`config.mk`:
```
export PLATFORM = sky130hd
export DESIGN_NAME = cdm16_err_stat
export DESIGN_NICKNAME = d
export VERILOG_FILES = /design/src/rtl/cdm_errstat_pkg.sv /design/src/rtl/cdm_ed_pipe.sv /design/src/rtl/cdm16_err_stat.sv
export SDC_FILE = /design/constraint.sdc
export NUM_CORES = 1
export LEC_CHECK = 0
export CORE_MARGIN = 2
export CORE_UTILIZATION = 60
export CTS_BUF_LIST = sky130_fd_sc_hd__clkbuf_2
export CTS_CLUSTER_DIAMETER = 60
export DETAILED_ROUTE_END_ITERATION = 7
export HOLD_SLACK_MARGIN = 0.15
export PLACE_DENSITY = 0.83
export SKIP_LAST_GASP = 1
export SLEW_MARGIN = 20
export SYNTH_ARGS = -nofsm -noshare
export SYNTH_HDL_FRONTEND = slang
export SYNTH_SLANG_ARGS = --single-unit
```
`constraint.sdc`:
```
create_clock -name clk -period 8.5 [get_ports clk]
set_clock_uncertainty 0.1 [all_clocks]
set_input_delay 1.275 -clock clk [delete_from_list [all_inputs] [get_ports clk]]
set_output_delay 1.275 -clock clk [all_outputs]
set_load 0.005 [all_outputs]
```
`src/rtl/cdm_errstat_pkg.sv`:
```
// Shared definitions for the cdm16_err_stat error-statistics collector.
// - state_e   : run-control FSM states.
// - DRAIN_CYC : cycles spent flushing the ED pipeline after the last accept.
// - sat_add / add_ovf : saturating unsigned add at a run-time width w (w <= SAT_MAX_W).
// Optional feature macro used by the importing files: CDM_ERRSTAT_SQERR_EN.
package cdm_errstat_pkg;

  typedef enum logic [1:0] {
    StIdle,
    StRun,
    StDrain,
    StDone
  } state_e;

  // Must equal the depth of cdm_ed_pipe.
  localparam int unsigned DRAIN_CYC = 2;

  // Widest accumulator any caller may saturate (covers 2*ACC_W for the squared sum).
  localparam int unsigned SAT_MAX_W = 128;

  // a and b must already fit in w bits; result is clamped to 2**w-1.
  function automatic logic [SAT_MAX_W-1:0] sat_add(input logic [SAT_MAX_W-1:0] a,
                                                   input logic [SAT_MAX_W-1:0] b,
                                                   input int unsigned         w);
    logic [SAT_MAX_W:0]   full;
    logic [SAT_MAX_W-1:0] lim;
    full = {1'b0, a} + {1'b0, b};
    lim  = {SAT_MAX_W{1'b1}} >> (SAT_MAX_W - w);
    return (full > {1'b0, lim}) ? lim : full[SAT_MAX_W-1:0];
  endfunction

  // True when a + b does not fit in w bits.
  function automatic logic add_ovf(input logic [SAT_MAX_W-1:0] a,
                                   input logic [SAT_MAX_W-1:0] b,
                                   input int unsigned         w);
    logic [SAT_MAX_W:0]   full;
    logic [SAT_MAX_W-1:0] lim;
    full = {1'b0, a} + {1'b0, b};
    lim  = {SAT_MAX_W{1'b1}} >> (SAT_MAX_W - w);
    return full > {1'b0, lim};
  endfunction

endpackage

```
`src/rtl/cdm_ed_pipe.sv`:
```
// Two-stage exact-product / error-distance pipeline.
// Stage 1 registers the exact product a*b and the approximate product r.
// Stage 2 registers ED = |a*b - r| and ED != 0 (and ED*ED when CDM_ERRSTAT_SQERR_EN).
// Ports:
//   clk_i, rst_i     : clock, synchronous active-high reset
//   flush_i          : drop every in-flight sample (valids cleared)
//   in_valid_i       : a_i/b_i/r_i carry an accepted sample
//   a_i, b_i, r_i    : operands and approximate product
//   out_valid_o      : ed_o/ed_nz_o (/ed_sq_o) are valid this cycle
//   ed_o, ed_nz_o    : error distance and its non-zero flag
//   ed_sq_o          : ED squared (only with CDM_ERRSTAT_SQERR_EN)
module cdm_ed_pipe #(
  parameter int unsigned OP_W = 16
) (
  input  logic              clk_i,
  input  logic              rst_i,
  input  logic              flush_i,
  input  logic              in_valid_i,
  input  logic [OP_W-1:0]   a_i,
  input  logic [OP_W-1:0]   b_i,
  input  logic [2*OP_W-1:0] r_i,
  output logic              out_valid_o,
  output logic [2*OP_W-1:0] ed_o,
  output logic              ed_nz_o
`ifdef CDM_ERRSTAT_SQERR_EN
  ,
  output logic [4*OP_W-1:0] ed_sq_o
`endif
);

  localparam int unsigned PW = 2 * OP_W;

  logic          v1_q, v1_d, v2_q, v2_d;
  logic [PW-1:0] prod_q, prod_d, r_q, r_d;
  logic [PW-1:0] ed_q, ed_d;
  logic          nz_q, nz_d;
`ifdef CDM_ERRSTAT_SQERR_EN
  logic [2*PW-1:0] sq_q, sq_d;
`endif

  always_comb begin
    v1_d   = in_valid_i && !flush_i;
    prod_d = PW'(a_i) * PW'(b_i);
    r_d    = r_i;
    v2_d   = v1_q && !flush_i;
    ed_d   = (prod_q >= r_q) ? (prod_q - r_q) : (r_q - prod_q);
    nz_d   = (ed_d != '0);
`ifdef CDM_ERRSTAT_SQERR_EN
    sq_d   = (2*PW)'(ed_d) * (2*PW)'(ed_d);
`endif
  end

  always_ff @(posedge clk_i) begin
    if (rst_i) begin
      v1_q   <= 1'b0;
      v2_q   <= 1'b0;
      prod_q <= '0;
      r_q    <= '0;
      ed_q   <= '0;
      nz_q   <= 1'b0;
`ifdef CDM_ERRSTAT_SQERR_EN
      sq_q   <= '0;
`endif
    end else begin
      v1_q   <= v1_d;
      v2_q   <= v2_d;
      prod_q <= prod_d;
      r_q    <= r_d;
      ed_q   <= ed_d;
      nz_q   <= nz_d;
`ifdef CDM_ERRSTAT_SQERR_EN
      sq_q   <= sq_d;
`endif
    end
  end

  assign out_valid_o = v2_q;
  assign ed_o        = ed_q;
  assign ed_nz_o     = nz_q;
`ifdef CDM_ERRSTAT_SQERR_EN
  assign ed_sq_o     = sq_q;
`endif

endmodule

```
`src/rtl/cdm16_err_stat.sv`:
```
// Error-statistics collector for the 16x16 carry-disregard approximate multiplier.
// Accepts (A, B, R), recomputes A*B exactly, and accumulates over num_samples samples:
// count, error count (ED != 0), saturating ED sum, max ED, sticky overflow.
// Optional feature macro: CDM_ERRSTAT_SQERR_EN adds ed_sq_sum (saturating sum of ED^2).
// Ports:
//   clk, rst            : clock, synchronous active-high reset
//   start, num_samples  : clear stats, latch run length, begin run
//   in_valid, in_ready  : sample handshake; in_ready = RUN && !start
//   A, B, R             : operands and approximate product
//   busy, done          : run in progress / statistics final
//   sample_cnt, err_cnt, ed_sum, ed_max, ovf (, ed_sq_sum) : statistics
module cdm16_err_stat
  import cdm_errstat_pkg::*;
#(
  parameter int unsigned OP_W  = 16,
  parameter int unsigned ACC_W = 56,
  parameter int unsigned CNT_W = 32
) (
  input  logic               clk,
  input  logic               rst,
  input  logic               start,
  input  logic [CNT_W-1:0]   num_samples,
  input  logic               in_valid,
  output logic               in_ready,
  input  logic [OP_W-1:0]    A,
  input  logic [OP_W-1:0]    B,
  input  logic [2*OP_W-1:0]  R,
  output logic               busy,
  output logic               done,
  output logic [CNT_W-1:0]   sample_cnt,
  output logic [CNT_W-1:0]   err_cnt,
  output logic [ACC_W-1:0]   ed_sum,
  output logic [2*OP_W-1:0]  ed_max,
  output logic               ovf
`ifdef CDM_ERRSTAT_SQERR_EN
  ,
  output logic [2*ACC_W-1:0] ed_sq_sum
`endif
);

  state_e               state_q, state_d;
  logic [1:0]           drain_cnt_q, drain_cnt_d;
  logic [CNT_W-1:0]     num_q, num_d;
  logic [CNT_W-1:0]     sample_cnt_q, sample_cnt_d;
  logic [CNT_W-1:0]     err_cnt_q, err_cnt_d;
  logic [ACC_W-1:0]     ed_sum_q, ed_sum_d;
  logic [2*OP_W-1:0]    ed_max_q, ed_max_d;
  logic                 ovf_q, ovf_d;
  logic                 busy_q, busy_d;
  logic                 done_q, done_d;
`ifdef CDM_ERRSTAT_SQERR_EN
  logic [2*ACC_W-1:0]   sq_sum_q, sq_sum_d;
  logic [4*OP_W-1:0]    pipe_sq;
`endif

  logic                 accept;
  logic                 last_accept;
  logic                 pipe_valid;
  logic [2*OP_W-1:0]    pipe_ed;
  logic                 pipe_nz;

  assign in_ready    = (state_q == StRun) && !start;
  assign accept      = in_valid && in_ready;
  assign last_accept = accept && ((sample_cnt_q + CNT_W'(1)) == num_q);

  // start also flushes the pipe so samples from an aborted run never reach the stats.
  cdm_ed_pipe #(
    .OP_W(OP_W)
  ) u_ed_pipe (
    .clk_i      (clk),
    .rst_i      (rst),
    .flush_i    (start),
    .in_valid_i (accept),
    .a_i        (A),
    .b_i        (B),
    .r_i        (R),
    .out_valid_o(pipe_valid),
    .ed_o       (pipe_ed),
    .ed_nz_o    (pipe_nz)
`ifdef CDM_ERRSTAT_SQERR_EN
    ,
    .ed_sq_o    (pipe_sq)
`endif
  );

  always_comb begin
    state_d      = state_q;
    drain_cnt_d  = drain_cnt_q;
    num_d        = num_q;
    sample_cnt_d = sample_cnt_q;
    err_cnt_d    = err_cnt_q;
    ed_sum_d     = ed_sum_q;
    ed_max_d     = ed_max_q;
    ovf_d        = ovf_q;
`ifdef CDM_ERRSTAT_SQERR_EN
    sq_sum_d     = sq_sum_q;
`endif

    if (start) begin
      // Restart from any state; a zero-length run completes immediately.
      num_d        = num_samples;
      drain_cnt_d  = '0;
      sample_cnt_d = '0;
      err_cnt_d    = '0;
      ed_sum_d     = '0;
      ed_max_d     = '0;
      ovf_d        = 1'b0;
`ifdef CDM_ERRSTAT_SQERR_EN
      sq_sum_d     = '0;
`endif
      state_d      = (num_samples == '0) ? StDone : StRun;
    end else begin
      unique case (state_q)
        StRun: begin
          if (last_accept) begin
            state_d     = StDrain;
            drain_cnt_d = '0;
          end
        end
        StDrain: begin
          if (drain_cnt_q == 2'(DRAIN_CYC - 1)) begin
            state_d = StDone;
          end else begin
            drain_cnt_d = drain_cnt_q + 2'd1;
          end
        end
        StIdle, StDone: ;
        default: state_d = StIdle;
      endcase

      if (accept) begin
        sample_cnt_d = sample_cnt_q + CNT_W'(1);
      end

      if (pipe_valid) begin
        if (pipe_nz && (err_cnt_q != '1)) begin
          err_cnt_d = err_cnt_q + CNT_W'(1);
        end
        ed_sum_d = ACC_W'(sat_add(SAT_MAX_W'(ed_sum_q), SAT_MAX_W'(pipe_ed), ACC_W));
        if (add_ovf(SAT_MAX_W'(ed_sum_q), SAT_MAX_W'(pipe_ed), ACC_W)) begin
          ovf_d = 1'b1;
        end
        if (pipe_ed > ed_max_q) begin
          ed_max_d = pipe_ed;
        end
`ifdef CDM_ERRSTAT_SQERR_EN
        sq_sum_d = (2*ACC_W)'(sat_add(SAT_MAX_W'(sq_sum_q), SAT_MAX_W'(pipe_sq), 2 * ACC_W));
        if (add_ovf(SAT_MAX_W'(sq_sum_q), SAT_MAX_W'(pipe_sq), 2 * ACC_W)) begin
          ovf_d = 1'b1;
        end
`endif
      end
    end

    busy_d = (state_d == StRun) || (state_d == StDrain);
    done_d = (state_d == StDone);
  end

  always_ff @(posedge clk) begin
    if (rst) begin
      state_q      <= StIdle;
      drain_cnt_q  <= '0;
      num_q        <= '0;
      sample_cnt_q <= '0;
      err_cnt_q    <= '0;
      ed_sum_q     <= '0;
      ed_max_q     <= '0;
      ovf_q        <= 1'b0;
      busy_q       <= 1'b0;
      done_q       <= 1'b0;
`ifdef CDM_ERRSTAT_SQERR_EN
      sq_sum_q     <= '0;
`endif
    end else begin
      state_q      <= state_d;
      drain_cnt_q  <= drain_cnt_d;
      num_q        <= num_d;
      sample_cnt_q <= sample_cnt_d;
      err_cnt_q    <= err_cnt_d;
      ed_sum_q     <= ed_sum_d;
      ed_max_q     <= ed_max_d;
      ovf_q        <= ovf_d;
      busy_q       <= busy_d;
      done_q       <= done_d;
`ifdef CDM_ERRSTAT_SQERR_EN
      sq_sum_q     <= sq_sum_d;
`endif
    end
  end

  assign busy       = busy_q;
  assign done       = done_q;
  assign sample_cnt = sample_cnt_q;
  assign err_cnt    = err_cnt_q;
  assign ed_sum     = ed_sum_q;
  assign ed_max     = ed_max_q;
  assign ovf        = ovf_q;
`ifdef CDM_ERRSTAT_SQERR_EN
  assign ed_sq_sum  = sq_sum_q;
`endif

endmodule

```
==> Yosys cells after proc, flatten, opt, wreduce, memory -nomap -nowiden <==
Cells that the tools add are included.
{ "word_totals": {"input_bits": 100, "out_inout_bits": 156, "regBits": 290, "wordCells": 62} }
{ "op_classes": {"mul": 1, "muxes": 10, "order_cmp": 3, "eq_ne": 10, "n_reduce_logical": 16, "addsub": 6} }
{ "op_table": {"columns": ["cell", "count"], "rows": [
  ["$add A32 B1 Y32 const B", 2],
  ["$sub A32 B32 Y32", 2],
  ["$add A56 B32 Y57", 1],
  ["$gt A57 B56 Y1 const B", 1],
  ["$mux W56", 1],
  ["$eq A32 B32 Y1", 1],
  ["$ge A32 B32 Y1", 1],
  ["$gt A32 B32 Y1", 1],
  ["$logic_not A32 Y1", 1],
  ["$mul A16 B16 Y32", 1],
  ["$mux W32", 1],
  ["$ne A32 B32 Y1 const B", 1],
  ["$reduce_bool A32 Y1", 1],
  ["$mux W2", 6],
  ["$pmux W2 S2", 2],
  ["$eq A2 B1 Y1 const B", 3],
  ["$eq A2 B2 Y1 const B", 3],
  ["$logic_and A1 B1 Y1", 6],
  ["$reduce_and A2 Y1", 3],
  ["$ne A2 B2 Y1 const B", 2],
  ["$reduce_and A3 Y1", 1],
  ["$add A2 B1 Y2 const B", 1],
  ["$reduce_bool A2 Y1", 1],
  ["$reduce_or A2 Y1", 1],
  ["2 further kinds", 2]
]} }

==> Depth between registers and ports, before layout <==
Gate-level depths: netlist (run 1).
{ "depth": {"depth_word": 9, "ltp_mapped": 25, "depth_no_buf": 24} }

==> By module <==
A second synthesis (run 1) with hierarchy kept.
{ "unflattened": {"hier_cells": 3297, "hier_area_um2": 26813.2} }
{ "by_module_without_submodules": {"columns": ["mod", "n_inst", "seq_area_each_um2", "cells_each", "area_per_inst_um2"], "rows": [
  ["cdm_ed_pipe", 1, 1981.9, 1876, 15443.6],
  ["cdm16_err_stat", 1, 3823.7, 1421, 11369.7]
]} }

==> Least setup slack after synthesis (run 1) <==
No wires, ideal clock.
{ "synth_timing": {"path_type": "input to register", "start": "input B[6]", "end": "register u_ed_pipe.prod_q[31]", "required_ns": 8.272, "t_arrival_ns": 6.892, "stages": 22, "path_buffers": 1, "path_slack_ns": 1.381, "setup_ns": 0.128, "path_cell_list": "clkbuf_1 -> and2_1 -> fa_1 -> inv_1 -> fa_1 -> fa_1 -> fa_1 -> inv_1 -> fa_1 -> fa_1 -> ha_1 -> a21o_1 -> a21oi_1 -> nand2_1 -> a21oi_1 -> nor3_1 -> o31ai_1 -> nor3_1 -> o41ai_1 -> o21ai_0 -> xnor2_1 -> nor2_1"} }
{ "synth_between": {"elab_chain_cells": 1} }
{ "synth_lines": {"columns": ["element", "line_no", "rtl"], "rows": [
  ["from (decl)", "cdm16_err_stat.sv:26", "input logic [OP_W-1:0] B,"],
  ["$mul A16 B16 Y32", "cdm_ed_pipe.sv:43", "prod_d = PW'(a_i) * PW'(b_i);"],
  ["to (signal assigned)", "cdm_ed_pipe.sv:67", "prod_q <= prod_d;"],
  ["to (decl)", "cdm_ed_pipe.sv:34", "logic [PW-1:0] prod_q, prod_d, r_q, r_d;"]
]} }
Every way passes these cells.
A chain may end at the register's enable or synchronous reset.

==> Worst setup path after layout (run 1) <==
{ "layout_timing": {"start": "input B[2]", "end": "register u_ed_pipe.prod_q[31]"} }
The elaborated chain is that of the path after synthesis.

==> summary.txt, run 1 <==
status: complete, but fails checks
failing checks: design-rule violations
fraction of layout cells with a size suffix above 1: 5.67%
Reg clk slew, reported paths: 0.09 ns
P&R area growth vs syn: 13.5%
met1 Use GR: 39.2%
DR iter-0 viols: 1770
CTS-repair resized insts: 0
Distinct cells, synth: 98
P_leak: 12.8 nW
crit path kind: in -> reg
final worst setup slack: 1.02 ns
Critical Path Max Stage Delay: 0.92 ns
initial antenna violation count: 2
ANT nets after route: 0
final hold vios: 0
Final Cell Area: 29400 µm²
Buffers & Inverters on Critical Path: 3
DP Worst Slack: 0.244 ns
Hold-fix buffers, CTS: 0
crit-path leading delay family: adder cells
HPWL Detailed: 54.3 mm
drt total wl: 68.6 mm
leading cell type in the layout, fill and taps excluded: inv_1
largest net degree at the start of global routing: 99
CTS tree: done
Core Region: 42800 µm²
main flop type after synthesis: dfxtp_1
pwr dens: 295 nW/µm²
crit path DAT: 8.11 ns
GR peak layer: met2
clock network latency to the later pin of the worst-skew pair: 0.99 ns
HP Class: reg -> reg
period utilisation layout: 88.0%
Post-synth EDFFs: 0
dpl cell area: 28700 µm²
worst path required time: 9.14 ns
met2 Use GR: 52.0%
CP max FO: 16
Num CTS Buffers: 74
Final nets: 3831
number of setup violations in the final report: 0
crit end category: flop
port bufs: 255
first drt pass iteration count: 8
drc violations: 1
Vias: 22.6k
Final Core Density: 68.7%
Die X: 212 µm
area of the mapped netlist: 25900 µm²
fill cell count: 3431
CP max-delay cell: clkdlybuf4s50_1
relative slew slack: 26.7%
Final GP Congestion: 0.959
max frequency: 134 MHz
MaxCap Viol Count: 0
IO Count: 256
Critical Path, Cell by Cell: clkdlybuf4s50_1 -> nand2_1 -> fa_1 -> fa_1 -> fa_1 -> fa_1 -> inv_1 -> fa_1 -> fa_1 -> ha_1 -> a21o_1 -> a21oi_1 -> nand2_1 -> a21oi_1 -> nor3_1 -> o31ai_1 -> nor3_1 -> o41ai_1 -> buf_4 -> o21ai_0 -> xnor2_1 -> nor2_1
global-route wire length before repair: 111 mm
Post-Syn Area per Cell: 8.40 µm²
die height: 212 µm
Longest Clk Path Bufs: 3
Async SR Flop Fraction: 0%
Die Area: 44800 µm²
vias in the first global route: 22.7k
grt ovf: 0
Post-CTS Setup Bufs: 0
Avg WL per Cell: 17.6 µm
flops & latches, synth: 290
Initial Util: 60.5%
Sink Count: 290
most frequent cells in the layout: inv_1, nand2_1, dfxtp_1, clkdlybuf4s50_1, nor2_1
Core Rows: 76
Syn Inst Count: 3081
max-slew violation count: 0
via/cell ratio: 5.79
setup TNS: 0 ns
CTS root buf: clkbuf_2
H-tree levels: 3
yosys warns: 0
met3 Use GR: 4.27%
worst slew pin tran: 1.10 ns
sequential-to-total area share from yosys stat: 22.4%
CP Launch Type: primary input
post-synth net total: 3615
RSZ-0062 raised after global routing: false
cell mode on critical path: fa_1
Total GRT Usage: 30.5%
min Tclk post-route: 7.48 ns
Max VDD drop: 0.315 mV
## worst register-to-register path, delay by kind of cell, from the launching register on
kind            cells  cell delay (ns)
compound gates      3             0.87
xor+xnor            1             0.35
fa+ha+maj           1             0.49
buf+inv             2             0.41
flops               1             0.39
mux                 1             0.25
simple gates        6             1.91
## per-layer routing
metal	share of wire [%]	wire [µm]
met3	6.9	4720
met4	2.8	1930
met1	42	29100
met5	0	0
met2	48	32900
## cells in the mapped netlist (89+ instances only)
master | count | share of area, %
o21ai_0 | 104 | 2.0
nand2_1 | 321 | 4.7
clkbuf_1 | 104 | 1.5
nor2_1 | 247 | 3.6
xnor2_1 | 89 | 3.0
dfxtp_1 | 290 | 22
inv_1 | 349 | 5.1
fa_1 | 197 | 15
a21oi_1 | 150 | 2.9
ha_1 | 237 | 11
and2_1 | 135 | 3.3
## flip-flops by register name, indices dropped and copies added (netlist names)
register	cells
state_q	2
u_ed_pipe.prod_q	32
err_cnt	32
num_q	32
ed_max	32
u_ed_pipe.ed_o	32
ovf	1
u_ed_pipe.v1_q	1
u_ed_pipe.r_q	32
sample_cnt	32
u_ed_pipe.out_valid_o	1
done	1
u_ed_pipe.ed_nz_o	1
busy	1
drain_cnt_q	2
ed_sum	56
## cell families (layout without fill, tap and decap cells)
kind of cell	after synthesis	in the layout	synth area share [%]
other	0	6	0
xor gates and xnor gates	174	174	5.89
buffers and inverters	488	756	7.32
AOI/OAI and AO/OA	545	545	13.9
muxes	88	88	3.45
adders and majority gates	434	434	26.7
DFF	290	290	22.4
and+or+nand+nor	1062	1062	20.4
## per-stage QoR
stage,std cells,hold WS (ns),power [mW]
after global placement,3767,0.310,7.41
after detailed placement,3767,0.321,7.65
after floorplan,3081,0.306,6.31
after global routing,3896,0.381,9.52
final,3901,0.329,8.68
after CTS,3895,0.337,8.63
## power by group
group	switching, mW	internal (mW)	total, mW
clock network	0.598	0.352	0.950
logic	3.54	2.54	6.07
registers	0.124	1.53	1.65
## area by class of cell
| cell class | count | area [µm²] | area share [%] |
|---|---|---|---|
| multi-input cells | 2303 | 18200 | 61.9 |
| flip-flops and latches | 290 | 5810 | 19.8 |
| repair buffers | 278 | 2720 | 9.24 |
| inverters | 350 | 1310 | 4.47 |
| well taps | 546 | 683 | 2.32 |
| clock buffers | 98 | 490 | 1.67 |
| clock inverters | 30 | 168 | 0.570 |
| diodes | 6 | 15.0 | 0.0511 |
## final timing paths
check,start,to,slack (ns),depth (start not counted)
worst min-delay path,u_ed_pipe.v1_q,u_ed_pipe.out_valid_o,0.33,1
worst max-delay path,B[2],u_ed_pipe.prod_q[31],1.02,22
worst min register to register,u_ed_pipe.v1_q,u_ed_pipe.out_valid_o,0.33,1
worst max register to register,u_ed_pipe.r_q[12],u_ed_pipe.ed_nz_o,3.60,14
Power figures use the tool's default switching activity.
==> inputs of run 2 (changes only) <==
- CORE_UTILIZATION: 60 -> 59
- CTS_BUF_LIST: sky130_fd_sc_hd__clkbuf_2 -> default
- PLACE_DENSITY: 0.83 -> 0.82
==> summary.txt, run 2 (synthesis results as in run 1) <==
pwr dens: 313 nW/µm² (+6.1%)
Hold-fix buffers, CTS: 0 (unchanged)
Core Region: 43200 µm² (+0.89%)
global-route wire length before repair: 113 mm (+1.9%)
Largest register FFs: 56 (unchanged)
relative slew slack: 26.1% (-0.54 points)
Avg WL per Cell: 18.2 µm (+3.6%)
Design Power: 9.41 mW (+8.4%)
setup TNS: 0 ns (unchanged)
clock network latency to the later pin of the worst-skew pair: 0.53 ns (-0.46 ns)
max-slew violation count: 0 (unchanged)
CTS root buf: clkbuf_16
Sw Share: 46.3% (-2.8 points)
status: complete, no violations
Longest Clk Path Bufs: 3 (unchanged)
grt ovf: 0 (unchanged)
WHS: 0.334 ns (+0.00467 ns)
Critical Path, Cell by Cell: clkdlybuf4s50_1 -> and2_1 -> fa_1 -> inv_1 -> fa_1 -> fa_1 -> fa_1 -> inv_1 -> fa_1 -> fa_1 -> ha_1 -> a21o_1 -> a21oi_1 -> nand2_1 -> a21oi_1 -> nor3_1 -> o31ai_1 -> buf_4 -> nor3_1 -> o41ai_1 -> buf_4 -> o21ai_0 -> xnor2_1 -> nor2_1
initial antenna violation count: 0 (-2)
largest net degree at the start of global routing: 98 (-1.0%)
vias in the first global route: 22.6k (-0.40%)
Core Rows: 76 (unchanged)
most frequent cells in the layout: inv_1, nand2_1, dfxtp_1, clkdlybuf4s50_1, nor2_1
RSZ-0062 raised after global routing: false
HP Class: reg -> reg
internal power: 5.05 mW (+14%)
final hold vios: 0 (unchanged)
Final Cell Area: 30100 µm² (+2.2%)
dpl cell area: 28800 µm² (+0.41%)
number of setup violations in the final report: 0 (unchanged)
ANT nets after route: 0 (unchanged)
CP max-delay cell: clkdlybuf4s50_1
P&R area growth vs syn: 16.1%
Final nets: 3800 (-0.81%)
first drt pass iteration count: 7 (-1)
CTS tree: done
Final GP Congestion: 0.956 (-0.30%)
DR iter-0 viols: 1940 (+9.6%)
Die X: 214 µm (+0.83%)
CP max FO: 16 (unchanged)
met2 Use GR: 53.1% (+1.1 points)
drc violations: 0 (-1)
Die Area: 45600 µm² (+1.7%)
crit path DAT: 8.08 ns (-0.03 ns)
power share of the combinational group: 65.7% (-4.3 points)
Critical Path Max Stage Delay: 0.73 ns (-0.19 ns)
HPWL Detailed: 55.5 mm (+2.3%)
clock power share: 16.7% (+5.8 points)
via/cell ratio: 5.82 (+0.51%)
share of power burned in registers: 17.7% (-1.4 points)
fraction of layout cells with a size suffix above 1: 4.31% (-1.4 points)
Post-CTS Setup Bufs: 0 (unchanged)
crit end category: flop
crit-path leading delay family: adder cells
met1 Use GR: 39.9% (+0.71 points)
Num CTS Buffers: 34 (-54%)
P_sw: 4.35 mW (+2.3%)
Initial Util: 60.0% (-0.53 points)
met3 Use GR: 3.78% (-0.49 points)
Total GRT Usage: 30.7% (+0.27 points)
H-tree levels: 2 (-1)
final worst setup slack: 0.690 ns (-0.331 ns)
Reg clk slew, reported paths: 0.06 ns (-0.03 ns)
DP Worst Slack: 0.256 ns (+0.0120 ns)
MaxCap Viol Count: 0 (unchanged)
Vias: 22.6k (-0.080%)
port bufs: 255 (unchanged)
CTS-repair resized insts: 0 (unchanged)
min Tclk post-route: 7.81 ns (+0.331 ns)
Sink Count: 290 (unchanged)
Final Core Density: 69.6% (+0.92 points)
cell mode on critical path: fa_1
P_leak: 13.0 nW (+1.1%)
Cell Count, Final, Fillers Out: 3878 (-0.59%)
CP Launch Type: primary input
GR peak layer: met2
Placed Cells incl. Taps: 3815 (+1.3%)
period utilisation layout: 91.9% (+3.9 points)
drt total wl: 70.6 mm (+3.0%)
crit path kind: in -> reg
die height: 214 µm (+0.83%)
IO Count: 256 (unchanged)
worst slew pin tran: 1.11 ns (+0.00806 ns)
worst path required time: 8.77 ns (-0.37 ns)
max frequency: 128 MHz (-4.2%)
Buffers & Inverters on Critical Path: 5 (+2)
leading cell type in the layout, fill and taps excluded: inv_1
Max VDD drop: 0.297 mV (-5.8%)
[run 2: cell types whose count changed in the layout (fill, tap and decap cells not counted), moves of 4 or more]
cell       delta
clkbuf_2     -98
clkbuf_16    +34
clkinv_1     -13
buf_4         +9
bufinv_16     +5
clkinv_2      -4
diode_2       -4
[run 2: area by class of cell]
class,count,area (µm²)
clock inverter,21,305
multi-input combinational,2303,18200
tap,585,732
inverter,350,1310
clock buffer,40,903
fill,3558,13100
timing repair buffer,287,2790
antenna,2,5.00
sequential,290,5810
[run 2: path summary, 6_finish.rpt]
kind,endpoint,slack [ns],depth (start not counted),start
hold / removal,u_ed_pipe.out_valid_o,0.33,1,u_ed_pipe.v1_q
hold reg to reg,u_ed_pipe.out_valid_o,0.33,1,u_ed_pipe.v1_q
setup / recovery,u_ed_pipe.prod_q[31],0.69,24,B[6]
setup reg to reg,u_ed_pipe.ed_nz_o,3.44,14,u_ed_pipe.r_q[21]
[run 2: worst register-to-register path: cells and delay by family, from the launching register on]
kind            cells  cell delay (ns)
fa+ha+maj           1             0.54
mux                 1             0.25
xor+xnor            1             0.30
flops               1             0.33
simple gates        6             2.10
compound gates      3             0.91
buf+inv             2             0.40
[run 2: power by group through the flow]
stage	Sequential (mW)	Combinational, mW	Clock (mW)
finish	1.66	6.18	1.57
floorplan	1.63	4.68	0
global placement	1.68	5.79	0
detailed placement	1.69	6.03	0
CTS	1.66	6.10	1.59
global route	1.68	6.89	1.64
[run 2: per-layer routing]
layer  vias up  routed length, µm
li1      10692                  -
met1     10836              29800
met2       904              34100
met3       150               4700
met4         0               2030
met5         -                  0
